==> config.mk <==
export PLATFORM = sky130hd
export DESIGN_NAME = mem_bank_ctrl_flat
export DESIGN_NICKNAME = d
export VERILOG_FILES = /design/src/rtl/mem_bank_if.sv /design/src/rtl/mem_bank_ctrl.sv /design/src/flat_wrapper.sv
export SDC_FILE = /design/constraint.sdc
export NUM_CORES = 1
export LEC_CHECK = 0
export ABC_CLOCK_PERIOD_IN_PS = 4700
export CAP_MARGIN = 20
export CORE_MARGIN = 2
export CORE_UTILIZATION = 35
export CTS_CLUSTER_DIAMETER = 50
export DETAILED_ROUTE_END_ITERATION = 8
export GPL_ROUTABILITY_DRIVEN = 0
export GPL_TIMING_DRIVEN = 0
export PLACE_DENSITY = 0.49
export SLEW_MARGIN = 0
export SYNTH_ARGS = -nofsm -noshare
export SYNTH_HDL_FRONTEND = slang
export SYNTH_SLANG_ARGS = --single-unit
==> constraint.sdc <==
create_clock -name clk -period 4.7 [get_ports clk]
set_input_delay 0.94 -clock clk [delete_from_list [all_inputs] [get_ports clk]]
set_output_delay 0.94 -clock clk [all_outputs]
set_load 0.01 [all_outputs]
==> src/rtl/mem_bank_if.sv <==
// Request/response bundle between a bus agent and mem_bank_ctrl.
// Latency: none, wires only. The memory side reports readiness on 'ready'.
// Backpressure: the agent must hold requests until ready is high; requests seen while ready is low are dropped.
// Ports (master = agent, slave = memory): addr, wr_en, rd_en, wstrb, wdata go to the memory;
// rdata, rd_valid, ready, addr_err come back. With MEM_PARITY_EN defined, par_inj goes to the
// memory and rd_perr comes back.
interface mem_bank_if #(
    parameter int DATA_W = 32,
    parameter int ADDR_W = 4
);
    logic [ADDR_W-1:0]   addr;
    logic                wr_en;
    logic                rd_en;
    logic [DATA_W/8-1:0] wstrb;
    logic [DATA_W-1:0]   wdata;
    logic [DATA_W-1:0]   rdata;
    logic                rd_valid;
    logic                ready;
    logic                addr_err;
`ifdef MEM_PARITY_EN
    logic                par_inj;
    logic [DATA_W/8-1:0] rd_perr;

    modport master (
        output addr, wr_en, rd_en, wstrb, wdata, par_inj,
        input  rdata, rd_valid, ready, addr_err, rd_perr
    );
    modport slave (
        input  addr, wr_en, rd_en, wstrb, wdata, par_inj,
        output rdata, rd_valid, ready, addr_err, rd_perr
    );
`else
    modport master (
        output addr, wr_en, rd_en, wstrb, wdata,
        input  rdata, rd_valid, ready, addr_err
    );
    modport slave (
        input  addr, wr_en, rd_en, wstrb, wdata,
        output rdata, rd_valid, ready, addr_err
    );
`endif
endinterface

==> src/rtl/mem_bank_ctrl.sv <==
// Single-clock memory bank: byte-strobed writes, read-first reads, clear sweep after reset, range check.
// Latency: read data RD_LAT (1 or 2) cycles after acceptance; a write is visible to a read on the next cycle.
// Backpressure: ready is low during the post-reset clear sweep (DEPTH cycles); requests then are dropped.
// Ports: clk, reset (synchronous, active-high), bus (mem_bank_if.slave).
// Optional feature macro: MEM_PARITY_EN adds per-byte even parity, bus.par_inj and bus.rd_perr.
module mem_bank_ctrl #(
    parameter int               DATA_W   = 32,
    parameter int               DEPTH    = 16,
    parameter int               ADDR_W   = $clog2(DEPTH),
    parameter int               RD_LAT   = 1,
    parameter logic [DATA_W-1:0] INIT_VAL = '0
) (
    input  logic     clk,
    input  logic     reset,
    mem_bank_if.slave bus
);
    localparam int NB    = DATA_W / 8;
    localparam int IDX_W = (DEPTH > 1) ? $clog2(DEPTH) : 1;
    localparam logic [IDX_W-1:0]  LAST_IDX  = IDX_W'(DEPTH - 1);
    localparam logic [ADDR_W:0]   DEPTH_CMP = (ADDR_W + 1)'(DEPTH);

    typedef enum logic {
        S_INIT,
        S_RUN
    } state_t;

    state_t            state;
    logic [IDX_W-1:0]  cnt;
    logic              ready_q;

    logic [DATA_W-1:0] mem [DEPTH];

    logic              in_range;
    logic              acc_wr;
    logic              acc_rd;
    logic [IDX_W-1:0]  idx;
    logic [DATA_W-1:0] cur_word;
    logic [DATA_W-1:0] wr_word;
    logic [DATA_W-1:0] rd_word;

    logic [DATA_W-1:0] rdata_q;
    logic              rd_valid_q;
    logic              addr_err_q;

`ifdef MEM_PARITY_EN
    // Even parity per byte: the stored bit makes the byte plus parity have an even count of ones.
    function automatic logic [NB-1:0] byte_par(input logic [DATA_W-1:0] d);
        logic [NB-1:0] p;
        p = '0;
        for (int i = 0; i < NB; i++) begin
            p[i] = ^d[8*i +: 8];
        end
        return p;
    endfunction

    localparam logic [NB-1:0] INIT_PAR = byte_par(INIT_VAL);

    logic [NB-1:0] par [DEPTH];
    logic [NB-1:0] cur_par;
    logic [NB-1:0] wr_par;
    logic [NB-1:0] rd_perr_w;
    logic [NB-1:0] rd_perr_q;
`endif

    // Acceptance is qualified by the registered ready, so nothing is taken during the sweep;
    // a request coinciding with reset is dropped as well.
    assign in_range = ({1'b0, bus.addr} < DEPTH_CMP);
    assign acc_wr   = ready_q & ~reset & bus.wr_en;
    assign acc_rd   = ready_q & ~reset & bus.rd_en;
    assign idx      = IDX_W'(bus.addr);
    assign cur_word = mem[idx];
    assign rd_word  = in_range ? cur_word : '0;

    // Merge strobed bytes into the current word so the array sees one whole-word write.
    always_comb begin
        wr_word = cur_word;
        for (int i = 0; i < NB; i++) begin
            if (bus.wstrb[i]) begin
                wr_word[8*i +: 8] = bus.wdata[8*i +: 8];
            end
        end
    end

    // Control FSM: clear sweep after reset, then run until the next reset.
    always_ff @(posedge clk) begin
        if (reset) begin
            state   <= S_INIT;
            cnt     <= '0;
            ready_q <= 1'b0;
        end else begin
            case (state)
                S_INIT: begin
                    if (cnt == LAST_IDX) begin
                        state   <= S_RUN;
                        ready_q <= 1'b1;
                    end else begin
                        cnt <= cnt + 1'b1;
                    end
                end
                S_RUN: begin
                    ready_q <= 1'b1;
                end
                default: begin
                    state   <= S_INIT;
                    cnt     <= '0;
                    ready_q <= 1'b0;
                end
            endcase
        end
    end

    // Storage has no reset; the sweep writes every word before ready rises.
    // Reads sample cur_word on the same edge, which gives read-first behaviour.
    always_ff @(posedge clk) begin
        if (!reset) begin
            if (state == S_INIT) begin
                mem[cnt] <= INIT_VAL;
            end else if (acc_wr && in_range) begin
                mem[idx] <= wr_word;
            end
        end
    end

`ifdef MEM_PARITY_EN
    assign cur_par   = par[idx];
    assign rd_perr_w = in_range ? (cur_par ^ byte_par(cur_word)) : '0;

    // Parity of each written byte is recomputed from wdata; par_inj flips it to model a fault.
    always_comb begin
        wr_par = cur_par;
        for (int i = 0; i < NB; i++) begin
            if (bus.wstrb[i]) begin
                wr_par[i] = (^bus.wdata[8*i +: 8]) ^ bus.par_inj;
            end
        end
    end

    always_ff @(posedge clk) begin
        if (!reset) begin
            if (state == S_INIT) begin
                par[cnt] <= INIT_PAR;
            end else if (acc_wr && in_range) begin
                par[idx] <= wr_par;
            end
        end
    end
`endif

    // One addr_err pulse per accepted cycle, even when both read and write are out of range.
    always_ff @(posedge clk) begin
        if (reset) begin
            addr_err_q <= 1'b0;
        end else begin
            addr_err_q <= (acc_wr | acc_rd) & ~in_range;
        end
    end

    // Read pipeline. rdata only loads on a valid read so it holds between reads.
    if (RD_LAT == 2) begin : gen_lat2
        logic              s1_vld;
        logic [DATA_W-1:0] s1_dat;
`ifdef MEM_PARITY_EN
        logic [NB-1:0]     s1_perr;
`endif
        always_ff @(posedge clk) begin
            if (reset) begin
                s1_vld     <= 1'b0;
                s1_dat     <= '0;
                rd_valid_q <= 1'b0;
                rdata_q    <= '0;
`ifdef MEM_PARITY_EN
                s1_perr    <= '0;
                rd_perr_q  <= '0;
`endif
            end else begin
                s1_vld     <= acc_rd;
                rd_valid_q <= s1_vld;
                if (acc_rd) begin
                    s1_dat <= rd_word;
`ifdef MEM_PARITY_EN
                    s1_perr <= rd_perr_w;
`endif
                end
                if (s1_vld) begin
                    rdata_q <= s1_dat;
`ifdef MEM_PARITY_EN
                    rd_perr_q <= s1_perr;
`endif
                end
            end
        end
    end else begin : gen_lat1
        always_ff @(posedge clk) begin
            if (reset) begin
                rd_valid_q <= 1'b0;
                rdata_q    <= '0;
`ifdef MEM_PARITY_EN
                rd_perr_q  <= '0;
`endif
            end else begin
                rd_valid_q <= acc_rd;
                if (acc_rd) begin
                    rdata_q <= rd_word;
`ifdef MEM_PARITY_EN
                    rd_perr_q <= rd_perr_w;
`endif
                end
            end
        end
    end

    assign bus.rdata    = rdata_q;
    assign bus.rd_valid = rd_valid_q;
    assign bus.ready    = ready_q;
    assign bus.addr_err = addr_err_q;
`ifdef MEM_PARITY_EN
    assign bus.rd_perr  = rd_perr_q;
`endif

endmodule

==> src/flat_wrapper.sv <==
// flat-port wrapper written by rule: the top's interface ports become plain ports
module mem_bank_ctrl_flat 
#(
    parameter int               DATA_W   = 32,
    parameter int               DEPTH    = 16,
    parameter int               ADDR_W   = $clog2(DEPTH),
    parameter int               RD_LAT   = 1,
    parameter logic [DATA_W-1:0] INIT_VAL = '0
)
  (clk, reset, bus_addr, bus_wr_en, bus_rd_en, bus_wstrb, bus_wdata, bus_rdata, bus_rd_valid, bus_ready, bus_addr_err);
  mem_bank_if #(.DATA_W(DATA_W), .ADDR_W(ADDR_W)) bus_i ();
  input  logic clk;
  input  logic reset;
  input wire logic [$bits(bus_i.addr)-1:0] bus_addr;
  input wire logic [$bits(bus_i.wr_en)-1:0] bus_wr_en;
  input wire logic [$bits(bus_i.rd_en)-1:0] bus_rd_en;
  input wire logic [$bits(bus_i.wstrb)-1:0] bus_wstrb;
  input wire logic [$bits(bus_i.wdata)-1:0] bus_wdata;
  output wire logic [$bits(bus_i.rdata)-1:0] bus_rdata;
  output wire logic [$bits(bus_i.rd_valid)-1:0] bus_rd_valid;
  output wire logic [$bits(bus_i.ready)-1:0] bus_ready;
  output wire logic [$bits(bus_i.addr_err)-1:0] bus_addr_err;
  assign bus_i.addr = bus_addr;
  assign bus_i.wr_en = bus_wr_en;
  assign bus_i.rd_en = bus_rd_en;
  assign bus_i.wstrb = bus_wstrb;
  assign bus_i.wdata = bus_wdata;
  assign bus_rdata = bus_i.rdata;
  assign bus_rd_valid = bus_i.rd_valid;
  assign bus_ready = bus_i.ready;
  assign bus_addr_err = bus_i.addr_err;
  mem_bank_ctrl #(.DATA_W(DATA_W), .DEPTH(DEPTH), .ADDR_W(ADDR_W), .RD_LAT(RD_LAT), .INIT_VAL(INIT_VAL)) u_core (.clk(clk), .reset(reset), .bus(bus_i));
endmodule
# [Word level (Yosys, flattened, before mapping)]
# Memory sizes are Yosys's and may differ from the RTL's.
# Index checks and enable logic that the tools add are counted.
[word_totals] elab_cells=35 latch_bits=0 output_inout_bits=35 ff_bits=39 ramBits=512 n_memories=1 input_bits=44 romBits=0
[op_classes] multipliers=0 bitwise_logic=6 order_cmp=0 muxes=18 add_sub_neg=1 eq_ne=2 reduce_logical=2 shift=0 div=0
[mem_list] memory="u_core.mem" words=16 width=32 rd=1 rd_clocked_by_memory_dff=0 write_ports=1 line="mem_bank_ctrl.sv:31" rtl="logic [DATA_W-1:0] mem [DEPTH];"
[ops] operator="32-bit 2-to-1 mux" n=1
[ops] operator="8-bit 2-to-1 mux" n=4
[ops] operator="32-bit OR reduction" n=1
[ops] operator="1-bit 2-to-1 mux" n=11
[ops] operator="4-bit by 1-bit adder with 4-bit output (second input constant)" n=1
[ops] operator="4-bit equality test (second input constant)" n=1
[ops] operator="4-bit 2-to-1 mux" n=1
[ops] operator="1-bit bitwise AND" n=3
[ops] operator="1-bit NOT" n=3
[ops] operator="2-bit by 1-bit != test with 1-bit output (second input constant)" n=1
[ops] operator="1-bit one-hot mux with 2 select lines" n=1
[ops] operator="2-bit AND reduction" n=1

# [Longest topological paths before layout]
# Gate-level depths: netlist of the first run.
[logic_depth] ltp_word=9 ltp_mapped=8 mapped_depth_nobuf=5

# [Worst setup path after synthesis of the first run]
# OpenSTA, ideal clock, no wires.
[synth_path] path_kind="in2reg" from="in bus_addr[3]" to="mem u_core.mem[8][0] (enable)" setup_ns=0.421 n_path_buf=2 required_time_ns=4.279 arrival_time_ns=3.245 path_stages=6 setup_slack_ns=1.034 cell_sequence="clkbuf_1 -> clkbuf_1 -> nand4_1 -> a21oi_1 -> nand2_1 -> nor2_1"
[synth_between] elab_chain_len=1
[synth_rtl] element="from (decl)" line="flat_wrapper.sv:14" rtl="input wire logic [$bits(bus_i.addr)-1:0] bus_addr;"
[synth_rtl] element="4-bit 2-to-1 mux (no source line)"
[synth_rtl] element="to (decl)" line="mem_bank_ctrl.sv:31"
# Every way passes these cells.

# [Worst setup path after layout of the first run]
[layout_path] from="in reset" to="mem u_core.mem[1][20] (data pin)"
[layout_between] elab_chain_len=9
[layout_rtl] element="from (decl)" line="flat_wrapper.sv:13" rtl="input logic reset;"
[layout_rtl] element="1-bit NOT" line="mem_bank_ctrl.sv:68" rtl="assign acc_wr = ready_q & ~reset & bus.wr_en;"
[layout_rtl] element="1-bit bitwise AND (2 in a row)" line="mem_bank_ctrl.sv:68"
[layout_rtl] element="1-bit 2-to-1 mux" line="mem_bank_ctrl.sv:118" rtl="end else if (acc_wr && in_range) begin"
[layout_rtl] element="1-bit 2-to-1 mux" line="mem_bank_ctrl.sv:116" rtl="if (state == S_INIT) begin"
[layout_rtl] element="1-bit 2-to-1 mux *" line="mem_bank_ctrl.sv:115" rtl="if (!reset) begin"
[layout_rtl] element="1-bit 2-to-1 mux (implied by the code) *" line="mem_bank_ctrl.sv:119" rtl="mem[idx] <= wr_word;"
[layout_rtl] element="32-bit OR reduction (no source line) *"
[layout_rtl] element="32-bit 2-to-1 mux (no source line) *"
# Mark *: on every way between the ends. The rest lies on a longest branch, timed or not.

==> results.cfg, run 1 <==
[finish]
antenna_cells = 0
utilization = 0.427
fin_nets = 1324
register_area_mm2 = 0.0162
fillers = 5454
drive_gt1_frac = 0.231
synthToLayoutAreaGrowth_pct = 20.7
multi_input_area_mm2 = 0.00519
fin_area_mm2 = 0.0263

[synth]
synth_ff_type = edfxtp_1
syn_nets = 1161
netlist_top_cells_count = edfxtp_1 (512), mux2i_1 (97), mux4_2 (93)
synth_top_area_frac = 0.706
syn-mean-instance-area_um2 = 19.5
async_reset_ff_frac = 0
syn-cell-area_mm2 = 0.0218
synth_edf_count = 512
synth_seq_cells = 551
yosys.area.top_type = edfxtp_1
synth_cell_types = 41
ys_top_cells_by_area = edfxtp_1 (71%), mux4_2 (9.6%), mux2i_1 (4.5%)
yosysSeqAreaShare = 0.742
syn-instance-count = 1116
yosys.cell_count.top_type = edfxtp_1
yosysWarnings = 0

[power]
vdd_drop_max_mv = 0.239
power_uw = 11000
power_density_mw_per_mm2 = 417
p_leak_uw = 0.00915

[drt]
drc = 0
first_pass_iters = 5
routed_wl_um = 56500
detail-route-antenna-nets = 0
via_count = 11251
initialDrtViolationCount = 938
viasPerCell = 5.19
wl_per_cell_um = 26.0

[global_routing]
antenna_found_initial = 1
grt_overflow = 0
grt_max_degree = 23
grt_pass1_vias = 11508
grt_pass1_wl_um = 81700
grt_usage = 0.179

[clocking]
cts_tree = built
clk_pin_slew_ns = 0.06
numCtsBuffers = 66
clockBufferDepth = 3
cts_resized = 0
h-tree-depth = 3
post_cts_buffers = 0
cts_root_buffer = clkbuf_16
ctsHoldBuffers = 0
clock-sinks = 551
clk_latency_ns = 0.59

[timing]
slew_viol_final = 0
whs_ns = 0.478
min_period_ns = 3.92
finalSetupViolCount = 0
fmax_mhz = 255
timing.final.ws_setup_ns = 0.783
tightest_slew_ns = 1.10
final.setup_skew_ns = 0.0163
relSlewSlack = 0.269
min_period_over_period = 0.833
rsz0062_at_grt = no
hold_violations = 0

[placement]
dpl_worst_slack_ns = 0.0841
io_buffers = 74
placed_area_mm2 = 0.0241
hpwlAfterDp_um = 37000

[worst_setup_path]
crit_type = in2reg
cp-end-kind = flip-flop
cpMaxStageDelayCell = a211oi_2
cp-start-kind = input pin
arrival_ns = 4.15
path_cells = clkdlybuf4s50_1 -> nand4b_1 -> clkbuf_1 -> clkbuf_1 -> a211oi_2
crit_required_ns = 4.93
cp_slowest_stage_delay_ns = 1.00
crit_fanout = 16
cp_common_cell = clkbuf_1

[status]
status = finished clean

[die]
dieArea_mm2 = 0.0643
rows = 91
die_x_um = 253
fp.dieH_um = 253
pin_count = 79
core_area_mm2 = 0.0616
start_util = 0.354

[flow_run]
maxCapViolations = 0

[hold_path]
hold_path.class = reg2reg
area by class of cell:
class	count	area share
sequential	551	0.614
multi-input combinational	485	0.197
clock buffer	87	0.0714
timing repair buffer	95	0.0442
tap	837	0.0398
buffer	71	0.0200
clock inverter	34	0.0117
inverter	9	0.00128
power by group:
part | internal (uW) | switching (uW) | leakage, uW
registers | 5340 | 14.0 | 0.00571
logic | 209 | 308 | 0.00239
clock network | 3100 | 2000 | 0.00106
total | 8650 | 2320 | 0.00915
worst paths after layout:
kind                                 endpoint                        startpoint  cells after the start  slack [ns]
max               u_core.mem[1][20]$_DFFE_PP_                             reset                      5        0.78
min          u_core.bus.rdata[1]$_SDFFE_PP0P_  u_core.bus.rdata[1]$_SDFFE_PP0P_                      2        0.48
max reg2reg       u_core.mem[1][20]$_DFFE_PP_     u_core.bus.ready$_SDFFE_PP0N_                      4        1.58
min reg2reg  u_core.bus.rdata[1]$_SDFFE_PP0P_  u_core.bus.rdata[1]$_SDFFE_PP0P_                      2        0.48
per-layer routing:
layer  wire [um]  part of all wire  vias up  global-route usage
met1       25700              0.45     5984               0.250
met4        1310             0.023        0              0.0507
met2       27000              0.48      271               0.289
met5           0                 0        -                   0
met3        2540             0.045       85              0.0320
li1            -                 -     4911                   -
worst max-delay path, delay by kind of cell:
family	cells	cell delay, ns
buf+inv	3	1.63
compound gates	1	1.00
simple gates	1	0.54
placed cells by master, fill, tap and decap left out, drive strengths merged, types with 4 or more instances in the layout:
| master | instances |
|---|---|
| o21ai | 67 |
| bufinv | 5 |
| mux4 | 93 |
| o21a | 31 |
| inv | 10 |
| a211oi | 33 |
| clkinvlp | 6 |
| nor2b | 6 |
| buf | 61 |
| a21oi | 4 |
| a221oi | 31 |
| nand2 | 7 |
| clkinv | 22 |
| clkdlybuf4s50 | 74 |
| mux2i | 97 |
| clkbuf | 118 |
| a2111oi | 4 |
| dfxtp | 39 |
| nand3b | 33 |
| nor2 | 59 |
| edfxtp | 512 |
sequential cells by signal, indices dropped and copies added (netlist names):
| name | cells |
|---|---|
| u_core.mem | 512 |
| u_core.bus.rdata | 32 |
| u_core.cnt | 4 |
| u_core.bus.rd_valid | 1 |
| u_core.bus.ready | 1 |
| u_core.state | 1 |
stage by stage:
| stage | setup TNS (ns) | instances |
|---|---|---|
| 3_5_place_dp | 0 | 2046 |
| 5_1_grt | 0 | 2169 |
| 6_report | 0 | 2169 |
| 3_3_place_gp | -819.64 | 2027 |
| 4_1_cts | 0 | 2167 |
| 2_1_floorplan | 0 | 1116 |
cell families after synthesis:
family | count (synthesis) | synth area share
flops | 551 | 0.742
mux | 193 | 0.142
compound gates | 174 | 0.0615
simple gates | 114 | 0.0274
buf+inv | 80 | 0.0257
xor+xnor | 2 | 0.000804
fa+ha+maj | 1 | 0.000574
other cells | 1 | 0.000172
No activity file was read; power rests on OpenSTA's default activity.
==> run 2: changes to the inputs <==
- ABC_CLOCK_PERIOD_IN_PS: 4700 -> 3310
- PLACE_DENSITY: 0.49 -> 0.5
- clock period: 4.7 -> 3.31 ns (I/O delays scaled with it)
==> run 2 against run 1 <==
Final cell count grew 0.14%. Final area is 0.35% higher. Via count fell by 0.88%. Sequential share of layout area fell by 0.21 points. Power up 33%. Core utilization increased by 0.15 points. Sequential cell count unchanged. Register-to-register slack worse by 1.1 ns. Routed wire length decreased by 1.2%. Clock-buffer cell count down 10. Critical path depth did not move.
==> results.cfg, run 2 (same netlist as run 1, synthesis figures left out) <==
[worst_setup_path]
path_buf_inv = 3
crit_fanout = 16
cp-start-kind = input pin
crit_type = in2reg
crit_required_ns = 3.58
worst_path_dominant_cell_family = buffers and inverters
cpMaxStageDelayCell = a211oi_2
arrival_ns = 3.56
cp_slowest_stage_delay_ns = 0.86
cp-end-kind = flip-flop
path_cells = clkdlybuf4s50_1 -> nand4b_1 -> clkbuf_2 -> clkbuf_1 -> a211oi_2

[drt]
wl_per_cell_um = 25.7
drc = 0
initialDrtViolationCount = 802
via_count = 11152
viasPerCell = 5.13
detail-route-antenna-nets = 0
routed_wl_um = 55800
first_pass_iters = 5

[power]
p_sw_uw = 3140
pwr-share-comb = 0.053
power_uw = 14600
seqPwrFrac = 0.519
p_sw_frac = 0.215
vdd_drop_max_mv = 0.408
internal_power_uw = 11500
p_leak_uw = 0.00909
power_density_mw_per_mm2 = 555
pwr-share-clk = 0.428

[finish]
regMostFlops = u_core.mem
drive_gt1_frac = 0.236
final_common_cell = edfxtp_1
largest_reg_flops = 512
fin_nets = 1334
multi_input_area_mm2 = 0.00540
final_cells = 2172
final_cell_mix = edfxtp_1 (512), mux2i_1 (97), mux4_2 (93)
antenna_cells = 0
register_area_mm2 = 0.0162
synthToLayoutAreaGrowth_pct = 21.2
fillers = 5407

[placement]
io_buffers = 74
dpl.cell_count = 2047
hpwlAfterDp_um = 36400
dpl_worst_slack_ns = -1.06

[global_routing]
grt_max_degree = 24
antenna_found_initial = 0
grt_pass1_vias = 11760
grt_overflow = 0
grt_usage = 0.177
grt_pass1_wl_um = 81200

[timing]
fin_setup_tns_ns = 0
min_period_ns = 3.29
hold_violations = 0
relSlewSlack = 0.181
slew_viol_final = 0
rsz0062_at_grt = yes
fmax_mhz = 304
timing.final.ws_setup_ns = 0.0158
final.setup_skew_ns = 0.0172
tightest_slew_ns = 1.23
min_period_over_period = 0.995
finalSetupViolCount = 0

[clocking]
cts_root_buffer = clkbuf_16
clk_pin_slew_ns = 0.06
clock-sinks = 551
clk_latency_ns = 0.62
h-tree-depth = 2
cts_tree = built
numCtsBuffers = 60
clockBufferDepth = 3

[die]
fp.dieH_um = 253
dieArea_mm2 = 0.0643
start_util = 0.354
core_area_mm2 = 0.0616
die_x_um = 253
rows = 91
pin_count = 79

[status]
status = finished clean

[flow_run]
maxCapViolations = 0

[hold_path]
hold_path.class = reg2reg
-- run 2: changes by cell type in the layout (fill, tap and decap cells not counted), sizes merged --
| cell | change |
|---|---|
| buf | +17 |
| bufinv | -3 |
| clkbuf | -11 |
| clkinv | +1 |
| clkinvlp | -2 |
| inv | +1 |
-- run 2: power groups by stage --
| stage | clock, uW | sequential, uW | combinational (uW) |
|---|---|---|---|
| floorplan | 0 | 7750 | 440 |
| detailed placement | 0 | 7750 | 746 |
| finish | 6270 | 7610 | 771 |
| global route | 6690 | 7610 | 821 |
| global placement | 0 | 7760 | 708 |
| CTS | 6410 | 7600 | 765 |
-- run 2: metal layers --
| metal | part of all wire | GRT usage |
|---|---|---|
| met1 | 0.45 | 0.243 |
| met2 | 0.48 | 0.289 |
| met3 | 0.045 | 0.0315 |
| met4 | 0.027 | 0.0509 |
| met5 | 0 | 0 |
-- run 2: area by class of cell --
type / instances / area share
multi-input combinational: 485 / 0.204
clock buffer: 77 / 0.0617
clock inverter: 31 / 0.00806
inverter: 9 / 0.00128
sequential: 551 / 0.612
buffer: 71 / 0.0201
tap: 837 / 0.0397
timing repair buffer: 111 / 0.0528
-- run 2: worst paths after layout --
path | slack (ns) | startpoint | depth (start not counted) | endpoint
worst max-delay path | 0.02 | reset | 5 | u_core.mem[15][0]$_DFFE_PP_
worst min-delay path | 0.48 | u_core.bus.rdata[26]$_SDFFE_PP0P_ | 2 | u_core.bus.rdata[26]$_SDFFE_PP0P_
worst max register to register | 0.50 | u_core.bus.ready$_SDFFE_PP0N_ | 4 | u_core.mem[15][0]$_DFFE_PP_
worst min register to register | 0.48 | u_core.bus.rdata[26]$_SDFFE_PP0P_ | 2 | u_core.bus.rdata[26]$_SDFFE_PP0P_
-- run 2: worst reg2reg max path, delay by kind of cell, from the launching register on --
family,cells,cell delay [ns]
AND/OR/NAND/NOR,1,0.35
buffers and inverters,2,0.79
AO/OA/AOI/OAI,1,0.87
flip-flops,1,0.47
-- run 2: through the flow --
stage	area [um^2]	hold WS [ns]	util
floorplan	21800	0.494	-
global placement	23600	0.466	0.383
detailed placement	24100	0.470	0.391
CTS	26200	0.480	0.425
global route	26400	0.498	0.429
finish	26400	0.479	0.429
-- run 2: timing repair --
item	in CTS	in global routing
setup endpoints to repair	541	588
setup buffers	14	3
resized for setup	8	26
endpoints found under the hold margin	0	0
hold buffers	0	0
pin swaps	10	4
